<file path="config.mk">
export PLATFORM = sky130hd
export DESIGN_NAME = shift_unit_pipe_flat
export DESIGN_NICKNAME = d
export VERILOG_FILES = /design/src/rtl/shift_unit_pipe_if.sv /design/src/rtl/shift_unit_pipe.sv /design/src/flat_wrapper.sv
export SDC_FILE = /design/constraint.sdc
export NUM_CORES = 1
export LEC_CHECK = 0
export BUFFER_PORTS_ARGS = -buffer_cell sky130_fd_sc_hd__buf_2
export CAP_MARGIN = 10
export CELL_PAD_IN_SITES_DETAIL_PLACEMENT = 1
export CELL_PAD_IN_SITES_GLOBAL_PLACEMENT = 1
export CORE_ASPECT_RATIO = 1.1
export CORE_MARGIN = 10
export CORE_UTILIZATION = 45
export CTS_CLUSTER_SIZE = 40
export DETAILED_ROUTE_END_ITERATION = 8
export MAX_ROUTING_LAYER = met4
export PLACE_DENSITY = 0.83
export SETUP_SLACK_MARGIN = 0.3
export SLEW_MARGIN = 20
export SYNTH_ARGS = -nofsm -noshare
export SYNTH_HDL_FRONTEND = slang
export SYNTH_SLANG_ARGS = --single-unit
export TNS_END_PERCENT = 10
</file>
<file path="constraint.sdc">
create_clock -name clk_i -period 2.95 [get_ports clk_i]
set_clock_uncertainty 0.05 [all_clocks]
set_input_delay 0.1475 -clock clk_i [delete_from_list [all_inputs] [get_ports clk_i]]
set_output_delay 0.1475 -clock clk_i [all_outputs]
set_load 0.005 [all_outputs]
</file>
<file path="src/rtl/shift_unit_pipe_if.sv">
// Request/response bundle for the pipelined shifter: issue side, result side,
// flush and busy. The unit itself connects through the slave modport.
interface shift_unit_pipe_if #(
   parameter int XLEN = 32,
   parameter int TAGW = 5
);
   localparam int SHW = $clog2(XLEN);

   logic            flush_i;
   logic            in_valid_i;
   logic            in_ready_o;
   logic [1:0]      op_i;
   logic [XLEN-1:0] a_i;
   logic [SHW-1:0]  shift_i;
   logic [TAGW-1:0] tag_i;
   logic            out_valid_o;
   logic            out_ready_i;
   logic [XLEN-1:0] s_o;
   logic [TAGW-1:0] tag_o;
   logic            busy_o;

   modport slave (
      input  flush_i, in_valid_i, op_i, a_i, shift_i, tag_i, out_ready_i,
      output in_ready_o, out_valid_o, s_o, tag_o, busy_o
   );

   modport master (
      output flush_i, in_valid_i, op_i, a_i, shift_i, tag_i, out_ready_i,
      input  in_ready_o, out_valid_o, s_o, tag_o, busy_o
   );
endinterface

</file>
<file path="src/rtl/shift_unit_pipe.sv">
// Pipelined barrel shifter (SLL/SRL/SRA/ROL). The log2(XLEN) shift levels are
// spread over STAGES registered stages with a valid/ready chain and a tag sideband.
module shift_unit_pipe #(
   parameter int XLEN   = 32,
   parameter int STAGES = 2,
   parameter int TAGW   = 5
) (
   input logic             clk_i,
   input logic             rst_i,
   shift_unit_pipe_if.slave bus
);
   localparam int SHW = $clog2(XLEN);
   // Levels handled per stage, lowest levels first; trailing stages may get none.
   localparam int LPS = (SHW + STAGES - 1) / STAGES;

   logic [STAGES-1:0] r_valid;
   logic [XLEN-1:0]   r_data  [STAGES];
   logic [SHW-1:0]    r_shift [STAGES];
   logic [1:0]        r_op    [STAGES];
   logic              r_sign  [STAGES];
   logic [TAGW-1:0]   r_tag   [STAGES];

   logic [STAGES-1:0] w_src_valid;
   logic [STAGES-1:0] w_src_sign;
   logic [STAGES-1:0] w_adv;
   logic [XLEN-1:0]   w_src_data  [STAGES];
   logic [XLEN-1:0]   w_lvl_data  [STAGES];
   logic [SHW-1:0]    w_src_shift [STAGES];
   logic [1:0]        w_src_op    [STAGES];
   logic [TAGW-1:0]   w_src_tag   [STAGES];

   // Applies the levels k in [lo, hi) selected by the shift amount bits.
   function automatic logic [XLEN-1:0] shift_levels(
      input logic [XLEN-1:0] d,
      input logic [SHW-1:0]  sh,
      input logic [1:0]      op,
      input logic            sign,
      input int              lo,
      input int              hi
   );
      logic [XLEN-1:0] v;
      int              amt;
      v = d;
      for (int k = 0; k < SHW; k++) begin
         amt = 1 << k;
         if (k >= lo && k < hi && sh[k]) begin
            case (op)
               2'b00:   v = v << amt;
               2'b01:   v = v >> amt;
               2'b10:   v = (v >> amt) | ({XLEN{sign}} & ~({XLEN{1'b1}} >> amt));
               default: v = (v << amt) | (v >> (XLEN - amt));
            endcase
         end
      end
      return v;
   endfunction

   for (genvar gi = 0; gi < STAGES; gi++) begin : g_stage
      localparam int LO = gi * LPS;
      localparam int HI = ((gi + 1) * LPS > SHW) ? SHW : (gi + 1) * LPS;

      if (gi == 0) begin : g_from_input
         assign w_src_valid[gi] = bus.in_valid_i;
         assign w_src_data[gi]  = bus.a_i;
         assign w_src_shift[gi] = bus.shift_i;
         assign w_src_op[gi]    = bus.op_i;
         assign w_src_sign[gi]  = bus.a_i[XLEN-1];
         assign w_src_tag[gi]   = bus.tag_i;
      end else begin : g_from_prev
         assign w_src_valid[gi] = r_valid[gi-1];
         assign w_src_data[gi]  = r_data[gi-1];
         assign w_src_shift[gi] = r_shift[gi-1];
         assign w_src_op[gi]    = r_op[gi-1];
         assign w_src_sign[gi]  = r_sign[gi-1];
         assign w_src_tag[gi]   = r_tag[gi-1];
      end

      assign w_lvl_data[gi] = shift_levels(w_src_data[gi], w_src_shift[gi], w_src_op[gi],
                                           w_src_sign[gi], LO, HI);
   end

   // A stage may load when it is empty or its occupant leaves this cycle.
   always_comb begin
      w_adv = '0;
      w_adv[STAGES-1] = !r_valid[STAGES-1] || bus.out_ready_i;
      for (int s = STAGES - 2; s >= 0; s--) begin
         w_adv[s] = !r_valid[s] || w_adv[s+1];
      end
   end

   always_ff @(posedge clk_i) begin
      if (rst_i) begin
         r_valid <= '0;
         for (int s = 0; s < STAGES; s++) begin
            r_data[s]  <= '0;
            r_shift[s] <= '0;
            r_op[s]    <= '0;
            r_sign[s]  <= 1'b0;
            r_tag[s]   <= '0;
         end
      end else begin
         for (int s = 0; s < STAGES; s++) begin
            if (bus.flush_i) begin
               r_valid[s] <= 1'b0;
            end else if (w_adv[s]) begin
               r_valid[s] <= w_src_valid[s];
            end
            if (w_adv[s] && w_src_valid[s]) begin
               r_data[s]  <= w_lvl_data[s];
               r_shift[s] <= w_src_shift[s];
               r_op[s]    <= w_src_op[s];
               r_sign[s]  <= w_src_sign[s];
               r_tag[s]   <= w_src_tag[s];
            end
         end
      end
   end

   assign bus.in_ready_o  = w_adv[0];
   assign bus.out_valid_o = r_valid[STAGES-1];
   assign bus.s_o         = r_data[STAGES-1];
   assign bus.tag_o       = r_tag[STAGES-1];
   assign bus.busy_o      = |r_valid;
endmodule

</file>
<file path="src/flat_wrapper.sv">
// flat-port wrapper written by rule: the top's interface ports become plain ports
module shift_unit_pipe_flat 
#(
   parameter int XLEN   = 32,
   parameter int STAGES = 2,
   parameter int TAGW   = 5
)
  (clk_i, rst_i, bus_flush_i, bus_in_valid_i, bus_op_i, bus_a_i, bus_shift_i, bus_tag_i, bus_out_ready_i, bus_in_ready_o, bus_out_valid_o, bus_s_o, bus_tag_o, bus_busy_o);
  shift_unit_pipe_if #(.XLEN(XLEN), .TAGW(TAGW)) bus_i ();
  input logic clk_i;
  input logic rst_i;
  input wire logic [$bits(bus_i.flush_i)-1:0] bus_flush_i;
  input wire logic [$bits(bus_i.in_valid_i)-1:0] bus_in_valid_i;
  input wire logic [$bits(bus_i.op_i)-1:0] bus_op_i;
  input wire logic [$bits(bus_i.a_i)-1:0] bus_a_i;
  input wire logic [$bits(bus_i.shift_i)-1:0] bus_shift_i;
  input wire logic [$bits(bus_i.tag_i)-1:0] bus_tag_i;
  input wire logic [$bits(bus_i.out_ready_i)-1:0] bus_out_ready_i;
  output wire logic [$bits(bus_i.in_ready_o)-1:0] bus_in_ready_o;
  output wire logic [$bits(bus_i.out_valid_o)-1:0] bus_out_valid_o;
  output wire logic [$bits(bus_i.s_o)-1:0] bus_s_o;
  output wire logic [$bits(bus_i.tag_o)-1:0] bus_tag_o;
  output wire logic [$bits(bus_i.busy_o)-1:0] bus_busy_o;
  assign bus_i.flush_i = bus_flush_i;
  assign bus_i.in_valid_i = bus_in_valid_i;
  assign bus_i.op_i = bus_op_i;
  assign bus_i.a_i = bus_a_i;
  assign bus_i.shift_i = bus_shift_i;
  assign bus_i.tag_i = bus_tag_i;
  assign bus_i.out_ready_i = bus_out_ready_i;
  assign bus_in_ready_o = bus_i.in_ready_o;
  assign bus_out_valid_o = bus_i.out_valid_o;
  assign bus_s_o = bus_i.s_o;
  assign bus_tag_o = bus_i.tag_o;
  assign bus_busy_o = bus_i.busy_o;
  shift_unit_pipe #(.XLEN(XLEN), .STAGES(STAGES), .TAGW(TAGW)) u_core (.clk_i(clk_i), .rst_i(rst_i), .bus(bus_i));
endmodule
</file>
After elaboration in Yosys (flattened, before gate mapping)
Memories as Yosys holds them, arrays and structs flattened.
Index checks and enable logic that the tools add are counted.
- equal/unequal tests: 4
- multiplexer cells: 28
- bitwise logic cells: 20
- reduce and logical (&&, ||, !) cells: 10
- operators by type and width (operator ; count):
    $pmux 32 s3 ; 5
    $mux 32 ; 7
    $or 16x32->32 ; 1
    $or 24x32->32 ; 1
    $or 28x32->32 ; 1
    $or 30x32->32 ; 1
    $or 31x32->32 ; 1
    $or 32x1->32 ; 1
    $or 32x16->32 ; 1
    $or 32x2->32 ; 1
    $or 32x4->32 ; 1
    $or 32x8->32 ; 1
    $mux 5 ; 4
    $mux 1 ; 10
    $or 1x1->1 ; 10
    $eq 2x1->1 const B ; 2
    $eq 2x2->1 const B ; 2
    $logic_not 2->1 ; 2
    $mux 2 ; 2
    $reduce_or 2->1 ; 2
    $logic_and 1x1->1 ; 2
    $logic_not 1->1 ; 2
    $logic_or 1x1->1 ; 2
- register bits after elaboration: 2
- RAM bits: 90
- input bits: 49
- output and inout port bits: 40
- memories kept: 5
- memory list (name ; depth ; width ; read ports ; clocked after memory_dff ; wr ports ; RTL line ; source):
    u_core.r_data ; 2 ; 32 ; 2 ; 0 ; 2 ; shift_unit_pipe.sv:17 ; logic [XLEN-1:0] r_data [STAGES];
    u_core.r_shift ; 2 ; 5 ; 1 ; 0 ; 2 ; shift_unit_pipe.sv:18 ; logic [SHW-1:0] r_shift [STAGES];
    u_core.r_tag ; 2 ; 5 ; 2 ; 0 ; 2 ; shift_unit_pipe.sv:21 ; logic [TAGW-1:0] r_tag [STAGES];
    u_core.r_op ; 2 ; 2 ; 1 ; 0 ; 2 ; shift_unit_pipe.sv:19 ; logic [1:0] r_op [STAGES];
    u_core.r_sign ; 2 ; 1 ; 1 ; 0 ; 2 ; shift_unit_pipe.sv:20 ; logic r_sign [STAGES];

Depth between registers and ports, before layout
- depth after elaboration: 10
- mapped depth: 8
- depth with buffers taken out: 5

Worst setup path after synthesis
OpenSTA, ideal clock, no wires.
- path type: register to register
- start: reg u_core.r_valid[1]
- end: mem u_core.r_data[1][0] (netlist: u_core.r_data[0][32]), enable pin
- library setup time: 439 ps
- arrival: 2203 ps
- required time: 2461 ps
- setup slack: 258 ps
- cell stages (with the launch flop): 3
- path buffers: 0
- period minus slack after synthesis: 2692 ps
- path through: dfxtp_1 > nor2b_1 > o21bai_1
- RTL lines (element ; RTL line ; source):
    from (decl) ; shift_unit_pipe.sv:16 ; logic [STAGES-1:0] r_valid;
    from (signal, indexed assignment) ; shift_unit_pipe.sv:106 ; r_valid[s] <= w_src_valid[s];
    to (decl) ; shift_unit_pipe.sv:17 ;

==> run summary <==
=================================================================================
Result of the run .................................................. complete, no violations
Crit-path max FO ...................................................           14
Clock Path Buffers .................................................            2
WL met1 ............................................................     10300 µm
Number of global-route vias before repair ..........................         7166
Worst slew margin ..................................................        30.3%
Crit-path max cell delay ...........................................      0.76 ns
R2R Path Start ..................................................... u_core.r_op[0][0]
Number of antenna violations at the first check in global routing ..            1
Die Footprint ......................................................    21500 µm²
CTS H-Tree Depth ...................................................            3
Portion of synthesized cell area occupied by the leading cell type .        32.8%
Timing endpoint of the critical path ............................... u_core.r_data[0][50]
Number of iterations in the first detailed-routing pass ............            5
Switching pwr ......................................................      1230 µW
Utilization after layout ...........................................        49.6%
Post-synth EDFFs ...................................................           79
GRT Util Overall ...................................................        23.3%
Synthesized area ...................................................     7230 µm²
Unique cell type count in the Yosys netlist ........................           65
Mean routed wirelength per cell ....................................      24.0 µm
Clk slew on worst S/H paths ........................................      0.06 ns
Most repeated cell in the gate-level netlist after synthesis ....... sky130_fd_sc_hd__nor2_1
I/O pin total ......................................................           89
Crit share post-route ..............................................        81.2%
Buffers on Ports ...................................................           88
Pin count of the biggest net entering global routing ...............           43
Compound-Gate Fraction of Synth Area ...............................        26.5%
Most area-hungry cell type in the Yosys netlist .................... sky130_fd_sc_hd__edfxtp_1
Synth-to-Final Area Change .........................................        7.91%
Met2 wire length ...................................................     12700 µm
Mean area per synthesized cell .....................................     8.68 µm²
Hold crit path type ................................................ input port to flip-flop
End of the worst register-to-register path ......................... u_core.r_data[0][50]
Power density relative to cell area ................................   460 nW/µm²
Total length of routed met3 wires ..................................      1260 µm
Multiplexer area fraction after synthesis ..........................        9.62%
Clock Sink Count ...................................................           81
Combinational cell fraction of total power .........................        30.8%
Max capacitance violation total ....................................            0
Nature of the critical path startpoint .............................    flip-flop
# Post-CTS Setup Buffers ...........................................            0
Ratio of cells with drive above 1 in the final layout ..............        23.4%
Die height .........................................................       153 µm
Fraction of the mapped netlist area in adder cells .................       0.138%
Global-route wire length before repair .............................     40100 µm
Arrival time at the worst endpoint .................................      2.56 ns
Setup slack of the worst register-to-register path .................      0.56 ns
Worst setup path startpoint ........................................ u_core.r_op[0][0]
Iteration-0 DRC count of the detailed router .......................          625
Switching share of total power .....................................        34.4%
Max-slew violation count ...........................................            0
Hold violation total from the final report .........................            0
Count of instances resized after the clock tree is built ...........            0
Die Width ..........................................................       141 µm
Internal power contribution ........................................      2350 µW
Sum Neg Setup Slack ................................................         0 ns
Peak supply drop ...................................................       218 µV
Most common library cells after synthesis .......................... sky130_fd_sc_hd__nor2_1 (105), sky130_fd_sc_hd__nand2_1 (87), sky130_fd_sc_hd__edfxtp_1 (79)
Cell-by-cell trace of the critical path ............................ nor2b_1 -> a221o_1 -> o21ai_0 -> nor2_1 -> o221a_2
Flop pwr share .....................................................        40.7%
TritonCTS clock tree ...............................................        built
Synth async-reset ratio ............................................           0%
Clock insertion delay at the later pin of the skew report ..........      0.34 ns
Overflow after GRT .................................................            0
Starting density of the core .......................................        46.0%
Cells after Synth ..................................................          833
Clock period minus final worst setup slack .........................      2.39 ns
Clk network pwr share ..............................................        28.6%
Kind of capture point of the worst setup path ......................    flip-flop
Top cells by area, synth ........................................... sky130_fd_sc_hd__edfxtp_1 (33%), sky130_fd_sc_hd__nor2_1 (5.4%), sky130_fd_sc_hd__mux2i_1 (5.3%)
Remaining design rule violation count ..............................            0
Main combinational cell family by area after synthesis ............. compound AO/OA/AOI/OAI gates
DR vias/cell .......................................................         6.61
Hpwl dp ............................................................     19300 µm
WP data required ...................................................      3.11 ns
Core ar. ...........................................................    15700 µm²
Setup repair after global routing missed its margin ................           no
Clock tree root driver cell ........................................ sky130_fd_sc_hd__clkbuf_16
Number of hold buffers added after CTS .............................            3
Area share of xor/xnor cells in the synthesized design .............        1.00%
Final Setup Violations .............................................            0
Standby leakage power ..............................................   0.00296 µW
Highest routed metal layer .........................................         met4
Simple-gate portion of the synthesized area ........................        19.1%
Std cell rows ......................................................           48
Number of warnings issued by yosys .................................            0
FMAX ...............................................................      418 MHz
WS Path Type ....................................................... flip-flop to flip-flop
Primary FF master, synth ........................................... sky130_fd_sc_hd__edfxtp_1
Clock buffers created by TritonCTS .................................            9
Post-detailed-routing wire length ..................................     25300 µm
Number of nets still failing antenna checks after routing ..........            0
Final layout net count .............................................          900
Reg2reg path depth .................................................            5
GP Congestion ......................................................        0.966
Slew at the pin closest to its max-slew limit ......................      1.04 ns
Post-synth net total ...............................................          882
#FFs+latches synth .................................................           81
Vias ...............................................................         6989
Sequential cell area fraction in the yosys report ..................        33.4%
Critical Path Slowest Stage Cell ................................... sky130_fd_sc_hd__edfxtp_1
=================================================================================
-- logic make-up (layout without fill, tap and decap cells) --
group           count (synthesis)  count (layout)
xor+xnor                        4               4
simple gates                  302             302
flops                          81              81
compound gates                259             259
fa+ha+maj                       1               1
mux                            61              61
other cells                     0               1
buf+inv                       125             148
-- worst max-delay path: cells and delay by family (launching register included) --
family | cells | cell delay, ns
AOI/OAI and AO/OA | 3 | 0.70
DFF | 1 | 0.76
and+or+nand+nor | 2 | 0.76
-- sequential cells by signal (all words and copies together), names as in the netlist --
name	count
u_core.r_valid	2
u_core.r_data	64
u_core.r_sign	1
u_core.r_shift	2
u_core.r_tag	10
u_core.r_op	2
-- final cells by class --
cell class,instances,area (µm²)
repair buffers,123,736
clock buffers,10,229
inverters,9,33.8
diodes,1,2.50
fillers,1881,7930
well taps,200,250
multi-input cells,627,4100
clock inverters,6,42.5
flip-flops and latches,81,2410
-- routing by layer --
layer | global-route usage [%] | vias up
li1 | - | 3130
met5 | - | -
met3 | 2.88 | 79
met1 | 26.8 | 3475
met4 | 11.9 | 0
met2 | 39.0 | 305
-- per-stage QoR --
step | instance area [µm²] | instances | power, µW | worst slack [ns] | hold WS [ns]
after detailed placement | 7500 | 1037 | 2560 | 0.490 | 0.287
after floorplan | 7240 | 833 | 2240 | 0.961 | 0.174
after global routing | 7800 | 1057 | 3740 | 0.464 | 0.0432
after CTS | 7800 | 1056 | 3590 | 0.619 | 0.0174
after global placement | 7500 | 1037 | 2520 | 0.469 | 0.277
final | 7800 | 1057 | 3590 | 0.555 | 0.0247
-- worst min path at each step --
| stage | slack [ns] | cells after the start | endpoint | from |
|---|---|---|---|---|
| floorplan | 0.17 | 1 | u_core.r_valid[0] | bus_flush_i |
| global placement | 0.28 | 2 | u_core.r_valid[1] | bus_flush_i |
| detailed placement | 0.29 | 2 | u_core.r_valid[1] | bus_flush_i |
| CTS | 0.02 | 2 | u_core.r_tag[0][0] | bus_tag_i[0] |
| global route | 0.04 | 2 | u_core.r_tag[0][0] | bus_tag_i[0] |
| finish | 0.02 | 2 | u_core.r_tag[0][0] | bus_tag_i[0] |
-- cells in the final DEF (no fill, tap or decap), types with 9 or more instances in the layout --
cell type,Yosys,routed
sky130_fd_sc_hd__a21oi_1,58,58
sky130_fd_sc_hd__a221o_1,9,9
sky130_fd_sc_hd__a22oi_1,10,10
sky130_fd_sc_hd__a311oi_1,21,21
sky130_fd_sc_hd__a311oi_2,9,9
sky130_fd_sc_hd__a31oi_1,19,19
sky130_fd_sc_hd__and2_1,15,15
sky130_fd_sc_hd__buf_2,26,88
sky130_fd_sc_hd__buf_4,42,30
sky130_fd_sc_hd__clkbuf_16,0,9
sky130_fd_sc_hd__edfxtp_1,79,79
sky130_fd_sc_hd__mux2_2,18,18
sky130_fd_sc_hd__mux2i_1,38,38
sky130_fd_sc_hd__nand2_1,87,87
sky130_fd_sc_hd__nand2b_1,12,12
sky130_fd_sc_hd__nand3_1,11,11
sky130_fd_sc_hd__nor2_1,105,105
sky130_fd_sc_hd__nor2b_1,21,21
sky130_fd_sc_hd__nor3_1,25,24
sky130_fd_sc_hd__o21a_1,10,10
sky130_fd_sc_hd__o21ai_0,35,35
sky130_fd_sc_hd__o221a_2,10,10
sky130_fd_sc_hd__o22ai_1,20,20
-- power groups by stage --
stage                     Clock (µW)  Sequential [µW]  Combinational [µW]
after floorplan                    0             1430                 803
after global placement             0             1480                1040
after detailed placement           0             1480                1080
after CTS                       1040             1460                1090
after global routing            1080             1470                1190
final                           1020             1460                1100
Power figures use the tool's default switching activity.
